$ cat src/rtl/mem_port_arbiter.sv
// mem_port_arbiter: shares one variable-latency memory between fetch and data, data-first with fetch starvation guard
module mem_port_arbiter #(
  parameter int ADDR_W = 32,
  parameter int DATA_W = 32,
  parameter int MAX_STREAK = 4,
  parameter int TIMEOUT = 64
) (
  input  logic              clk,
  input  logic              rst,
  input  logic              if_req,
  input  logic [ADDR_W-1:0] if_addr,
  output logic [DATA_W-1:0] if_rdata,
  output logic              if_done,
  input  logic              d_read,
  input  logic              d_write,
  input  logic [ADDR_W-1:0] d_addr,
  input  logic [DATA_W-1:0] d_wdata,
  output logic [DATA_W-1:0] d_rdata,
  output logic              d_done,
  output logic              mem_req,
  output logic              mem_we,
  output logic [ADDR_W-1:0] mem_addr,
  output logic [DATA_W-1:0] mem_wdata,
  input  logic [DATA_W-1:0] mem_rdata,
  input  logic              mem_ack,
  output logic              stall,
  output logic              timeout_err
);
  typedef enum logic [1:0] {IDLE, BUSY_D, BUSY_I, DONE} state_t;
  localparam int SW = $clog2(MAX_STREAK + 1);
  state_t state;
  logic [SW-1:0] streak;
  logic [31:0] wd;
  logic dp, hit, expire;
  assign dp = d_read | d_write;
  assign hit = if_req && streak == SW'(MAX_STREAK);
  assign expire = TIMEOUT != 0 && wd == 32'(TIMEOUT - 1);
  assign stall = (dp & ~d_done) | (if_req & ~if_done);
  always_ff @(posedge clk or posedge rst)
    if (rst) begin
      state <= IDLE;
      streak <= '0;
      wd <= '0;
      if_rdata <= '0;
      if_done <= 1'b0;
      d_rdata <= '0;
      d_done <= 1'b0;
      mem_req <= 1'b0;
      mem_we <= 1'b0;
      mem_addr <= '0;
      mem_wdata <= '0;
      timeout_err <= 1'b0;
    end else begin
      if_done <= 1'b0;
      d_done <= 1'b0;
      case (state)
        IDLE:
          if (dp && !hit) begin
            state <= BUSY_D;
            streak <= if_req ? streak + 1'b1 : '0;
            mem_req <= 1'b1;
            mem_we <= d_write;
            mem_addr <= d_addr;
            mem_wdata <= d_wdata;
            wd <= '0;
          end else if (if_req) begin
            state <= BUSY_I;
            streak <= '0;
            mem_req <= 1'b1;
            mem_we <= 1'b0;
            mem_addr <= if_addr;
            mem_wdata <= '0;
            wd <= '0;
          end
        BUSY_D, BUSY_I:
          if (mem_ack || expire) begin
            state <= DONE;
            mem_req <= 1'b0;
            if (!mem_ack) timeout_err <= 1'b1;
            if (state == BUSY_D) begin
              d_done <= 1'b1;
              if (!mem_ack) d_rdata <= '0;
              else if (!mem_we) d_rdata <= mem_rdata;
            end else begin
              if_done <= 1'b1;
              if_rdata <= mem_ack ? mem_rdata : '0;
            end
          end else wd <= wd + 32'd1;
        default: state <= IDLE;
      endcase
    end
endmodule
$ cat config.mk
export PLATFORM = sky130hd
export DESIGN_NAME = mem_port_arbiter
export DESIGN_NICKNAME = d
export VERILOG_FILES = /design/src/rtl/mem_port_arbiter.sv
export SDC_FILE = /design/constraint.sdc
export NUM_CORES = 1
export LEC_CHECK = 0
export CORE_MARGIN = 2
export CORE_UTILIZATION = 55
export CTS_CLUSTER_DIAMETER = 200
export CTS_CLUSTER_SIZE = 25
export DETAILED_ROUTE_END_ITERATION = 10
export DONT_BUFFER_PORTS = 1
export GPL_TIMING_DRIVEN = 0
export HOLD_SLACK_MARGIN = 0.12
export PLACE_DENSITY = 0.82
export SYNTH_ARGS = -nofsm -noshare
export SYNTH_HDL_FRONTEND = slang
export SYNTH_SLANG_ARGS = --single-unit
$ cat constraint.sdc
create_clock -name clk -period 6.2 [get_ports clk]
set_clock_uncertainty 0.05 [all_clocks]
set_input_delay 0.62 -clock clk [delete_from_list [all_inputs] [get_ports clk]]
set_output_delay 0.62 -clock clk [all_outputs]
set_load 0.005 [all_outputs]
After elaboration in Yosys (flattened, before gate mapping)
Cells that the tools add are included.

storage, ports and cells
  bits in latches = 0
  memory bits (read-only) = 0
  input port bits = 134
  flip-flop bits (word level) = 170
  RAM bits = 0
  memories = 0
  output and inout port bits = 134
  logic and storage cells = 74

operators by class
  multiply operators = 0
  shifts and indexed selects = 0
  equality and inequality tests = 8
  $lt $le $gt $ge = 0
  bitwise operators = 8
  reduce and logical (&&, ||, !) cells = 15
  multiplexer cells = 29
  div/mod/pow operators = 0
  add/subtract/negate cells = 2

operator list
  cell                                             count
  2-to-1 mux 32 bit                                9
  case mux 32 bit (2 select lines)                 1
  adder 32 x 1 -> 32 bit (second input constant)   1
  == test 32 x 6 -> 1 bit (second input constant)  1
  AND reduction 3 bit                              4
  2-to-1 mux 1 bit                                 11
  2-to-1 mux 3 bit                                 3
  2-to-1 mux 2 bit                                 3
  != test 2 bit (second input constant)            3
  inverter 1 bit                                   4
  case mux 2 bit (2 select lines)                  1
  AND reduction 2 bit                              2
  AND reduction 4 bit                              1
  nonzero test 2 bit                               2
  adder 3 x 1 -> 3 bit (second input constant)     1
  == test 3 bit (second input constant)            1
  != test 3 bit (second input constant)            1
  AND 1 bit                                        2
  == test 2 x 1 -> 1 bit (second input constant)   1
  == test 2 bit (second input constant)            1
  logical AND 1 bit                                2
  zero test 2 bit                                  1
  bitwise OR 1 bit                                 2
  case mux 1 bit (2 select lines)                  1
  3 further kinds                                  3

Logic depth before layout (Yosys ltp)
  depth after elaboration = 6
  gate-level depth with buffers = 10
  gate-level depth less buffers = 7

Least setup slack after synthesis
No wires, ideal clock.

  path kind = register to register
  from = reg wd[25]
  to = reg if_rdata[18]
  library setup time = 121 ps
  data arrival time = 2,552 ps
  path slack = 3,477 ps
  path buffers = 2
  required time = 6,029 ps
  clock period less this slack = 2,723 ps
  stages on the path, launching flop included = 8
  cells stage by stage = dfrtp_1 > or4_1 > or4_4 > o31a_1 > or3_1 > buf_6 > buf_6 > a22o_1

on the way
  word-level cells in the longest chain between the ends = 3

RTL lines
  item                           RTL line  RTL
  start, declared                33        logic [31:0] wd;
  start signal, assigned         88        end else wd <= wd + 32'd1;
  == test 32 x 6 -> 1 bit        37        assign expire = TIMEOUT != 0 && wd == 32'(TIMEOUT - 1);
  logical OR 1 bit               76        if (mem_ack || expire) begin
  AND reduction 3 bit (no line)  --
  end signal, assigned           86        if_rdata <= mem_ack ? mem_rdata : '0;
  end, declared                  12        output logic [DATA_W-1:0] if_rdata,

Every way passes these cells.
A chain may end at the register's enable or synchronous reset.

Final worst setup path
  from = reg wd[25]
  to = reg wd[14]

on the way
  word-level cells in the longest chain between the ends = 4

RTL lines
  item                           RTL line
  == test 32 x 6 -> 1 bit        37
  logical OR 1 bit               76
  != test 2 bit (no line)        --
  AND reduction 3 bit (no line)  --

Every way passes these cells.

==> results.txt <==
The die covers 14420 sq um. The run gives 170 as the number of sinks driven by the clock tree. The run gives 13190 sq um as the placeable core area. The die boundary width is 120.1 microns. The tools report the number of antenna violations at the first check in global routing as 0. Once the clock tree was built, the setup fixing pass inserted 0 buffers. The tools report the filler-free cell count of the finished design as 865. The via count of the first global-routing pass is 5844, and the net count of the finished layout is 818.

The number of enable flip-flop cells after synthesis is 0, and the actual transition at the worst max-transition pin is 920.4 ps. The area after detailed placement is 7665 sq um, and the CTS H-tree depth is 4. The total congestion overflow was 0. Clock-pin transition on the worst setup and hold timing paths: 70 ps. After detailed routing, the average wire length per cell comes to 23.92 microns. 268 I/O pins were placed. Summed over all nets, the switching power comes to 1.630 mW. The congestion estimate from routability-driven global placement came to 0.9107. For the number of inserted diodes, the log shows 0. The top cell type's share of synthesized area is 0.5741, and the area of combinational cells with multiple inputs is 2884 sq um. The final hold violation count was 0.

The logic gate share of total power came out at 0.298. During synthesis, Yosys emitted a total of 0 warnings. The tools report the max-capacitance violation count as 0.

STA classifies the critical path endpoint as a register. For the part of the Yosys area used for sequential elements, the log shows 0.5741. The part of the total power dissipated in sequential elements is 0.449, and the post-synthesis instance area is 7410 sq um. The run gives 46 as the post-synthesis cell type count. The count of input and output buffers is 0. The arrival time of the worst setup path was 3340 ps; the post-layout minimum cycle time was 3103 ps. The total length of routed wires is 20.69 mm. Gates resized during post-CTS repair numbered 0.

Row generation in the floorplan step produced 42 rows. Entering global routing, the biggest net connects 139 pins. Total number of vias: 5885.

Fill cells in the final layout number 1005. The average cell area after synthesis was 11.30 sq um; the total clock buffers created by CTS was 17. The die is 120.1 microns tall. Counting every net in the synthesized netlist gives 797. The first detailed-routing pass took 5 iterations. The analysis attributes to cell leakage a power of 3.644 nW. Setup repair after global routing left no endpoint under its margin. The tools report the cell at the root of the clock tree as sky130_fd_sc_hd__clkbuf_16.

The utilization after layout is 0.6286, and the clock power share is 0.252. The run gives 499 as the first-iteration detailed-routing DRC count. Counting every instance in the synthesized netlist gives 656.

The worst slew margin relative to its limit is 0.3817. The flow ran to the end, and the final reports show no timing, DRC or antenna violations. Dividing total power by cell area gives a power density of 527.1 nW/um^2.

The most common cell in the synthesized netlist is sky130_fd_sc_hd__dfrtp_1. The global-route wire length before repair is 32.31 mm, and the async set-reset flop share out of synthesis is 1.000. The count of antenna-violating nets left after detailed routing is 0, and the area added between synthesis and finish is 11.90%. Setup total negative slack on the finished layout was measured at 0 ps. The commonest cells after synthesis are sky130_fd_sc_hd__dfrtp_1, sky130_fd_sc_hd__a22o_1, sky130_fd_sc_hd__nand2_1.

For the HPWL reported at the end of detailed placement, the log shows 15.18 mm. The count of pins over their slew limit came out at 0. The maximum fanout along the worst path was 10; the share of layout cells above drive strength 1 was 0.06531. The worst min-delay path category was in2reg.

Critical setup path kind: reg2reg. Yosys attributes the largest share of cell area to sky130_fd_sc_hd__dfrtp_1, sky130_fd_sc_hd__a22o_1, sky130_fd_sc_hd__mux2i_1. The internal portion of the total power is 2.740 mW.

For the total DRC errors in the routed layout, the log shows 0. STA classifies the critical path startpoint as a register. The number of placed instances, taps included, is 833.

After detailed routing, the number of vias per cell comes to 6.803. sky130_fd_sc_hd__dfrtp_1 takes more of the synthesized area than any other cell. Once layout is done, the placed cells without fillers occupy 8292 sq um.

The worst-case IR drop observed on VDD is 320.9 uV. The sequential cells in the finished layout cover a total of 4254 sq um. Among all flip-flop cells after synthesis, the most frequent one is sky130_fd_sc_hd__dfrtp_1. The clock passes through at most 2 buffers. STA puts the critical path data required time at 6430 ps.

The portion of the clock cycle consumed by the worst path in the final layout was 0.5005; the number of failing setup endpoints in the final timing report was 0. The starting density of the core came out at 0.5618. TritonCTS built the clock tree.

The register bit total from synthesis was 170; the switching share of total power was 0.3731. Clock latency on the worst-skew pair, taken at its later pin, is 430 ps. The global router's overall resource usage was 0.2901; the highest achievable clock rate was 0.3223 GHz.
==> per-stage QoR <==
| stage | setup slack [ps] | hold WS (ps) | total power [mW] |
|---|---|---|---|
| 6_report | 3097 | 263.0 | 4.370 |
| 4_1_cts | 3113 | 251.9 | 4.373 |
| 3_3_place_gp | -458.5 | 441.6 | 3.159 |
| 3_5_place_dp | 3127 | 391.2 | 3.261 |
| 2_1_floorplan | 926.6 | 401.0 | 2.793 |
| 5_1_grt | 2979 | 258.6 | 4.605 |
==> placed cells by master, fill, tap and decap left out, types with 3 or more instances in the layout <==
cell                        count
sky130_fd_sc_hd__and4_1         4
sky130_fd_sc_hd__nor3_1        10
sky130_fd_sc_hd__nand2_1       55
sky130_fd_sc_hd__inv_1         11
sky130_fd_sc_hd__nor4_1        10
sky130_fd_sc_hd__a41oi_1        4
sky130_fd_sc_hd__nor2_1        17
sky130_fd_sc_hd__buf_6          4
sky130_fd_sc_hd__a22o_1        99
sky130_fd_sc_hd__or2_2          5
sky130_fd_sc_hd__inv_6          3
sky130_fd_sc_hd__a31oi_1       22
sky130_fd_sc_hd__or4_1         12
sky130_fd_sc_hd__dfrtp_1      170
sky130_fd_sc_hd__clkbuf_1      45
sky130_fd_sc_hd__ha_1           7
sky130_fd_sc_hd__and3_1         5
sky130_fd_sc_hd__mux2i_1       33
sky130_fd_sc_hd__o2111ai_1      4
sky130_fd_sc_hd__nand4_1       15
sky130_fd_sc_hd__nand3_1       20
sky130_fd_sc_hd__clkbuf_16     17
sky130_fd_sc_hd__o211ai_1       9
sky130_fd_sc_hd__o21ai_0       53
sky130_fd_sc_hd__bufinv_16      3
sky130_fd_sc_hd__o31ai_1        5
sky130_fd_sc_hd__o311ai_0       4
sky130_fd_sc_hd__or3_1          5
==> critical path, stage by stage, from the launching register on <==
cell and delay, ps:
sky130_fd_sc_hd__dfrtp_1 460, sky130_fd_sc_hd__or4_1 570, sky130_fd_sc_hd__or4_4 540, sky130_fd_sc_hd__o31a_1 310, sky130_fd_sc_hd__clkbuf_1 250, sky130_fd_sc_hd__nand2_1 160
sky130_fd_sc_hd__clkbuf_1 440, sky130_fd_sc_hd__o211ai_1 180
==> path summary, 6_finish.rpt <==
| check | startpoint | to | slack [ps] | depth (start not counted) |
|---|---|---|---|---|
| hold / removal | mem_rdata[25] | if_rdata[25]$_DFFE_PP0P_ | 260 | 1 |
| max in group asynchronous | rst | wd[31]$_DFFE_PP0P_ | 4550 | 3 |
| hold reg to reg | wd[22]$_DFFE_PP0P_ | wd[22]$_DFFE_PP0P_ | 470 | 1 |
| setup / recovery | wd[25]$_DFFE_PP0P_ | wd[14]$_DFFE_PP0P_ | 3100 | 7 |
| setup reg to reg | wd[25]$_DFFE_PP0P_ | wd[14]$_DFFE_PP0P_ | 3100 | 7 |
| min in group asynchronous | rst | d_rdata[27]$_DFFE_PP0P_ | 600 | 2 |
==> layer usage <==
layer | up-vias | GRT usage | share of wire | wire, microns
met5 | - | 0 | 0 | 0
met4 | 0 | 0.1346 | 0.034 | 712
met3 | 56 | 0.07367 | 0.081 | 1677
met2 | 332 | 0.4879 | 0.51 | 10610
met1 | 2953 | 0.3507 | 0.37 | 7686
li1 | 2544 | - | - | -
==> registers in the layout, indices dropped and copies added (netlist names) <==
name         count
streak           3
mem_req          1
wd              32
if_done          1
mem_addr        32
state            2
d_rdata         32
if_rdata        32
mem_wdata       32
mem_we           1
d_done           1
timeout_err      1
==> cell type report <==
type	count	area share
multi-input cells	422	0.3478
repair buffers	2	0.004527
flip-flops and latches	170	0.5131
clock inverters	11	0.01931
well taps	176	0.02656
clock buffers	20	0.05508
inverters	13	0.006790
plain buffers	51	0.02686
==> timing repair <==
action | 4_1_cts | 5_1_grt
hold buffers | 1 | 0
endpoints found under the setup margin | 0 | 0
endpoints found under the hold margin | 32 | 0
==> power by group through the flow <==
stage / Clock, mW / Combinational, mW / Sequential [mW]
after floorplan: 0 / 0.977 / 1.82
after CTS: 1.12 / 1.30 / 1.96
after global routing: 1.16 / 1.45 / 2.00
final: 1.10 / 1.30 / 1.96
after global placement: 0 / 1.20 / 1.96
after detailed placement: 0 / 1.29 / 1.98
==> cell families (layout without fill, tap and decap cells) <==
group                      count (synthesis)  in the layout  synth area share
xor gates and xnor gates                   1              1          0.001182
adders and majority gates                  7              7           0.01182
and+or+nand+nor                          169            169            0.1185
DFF                                      170            170            0.5741
buffers and inverters                     64             97           0.03664
muxes                                     33             33           0.04458
AOI/OAI and AO/OA                        212            212            0.2131
(Power assumes the default switching activity.)
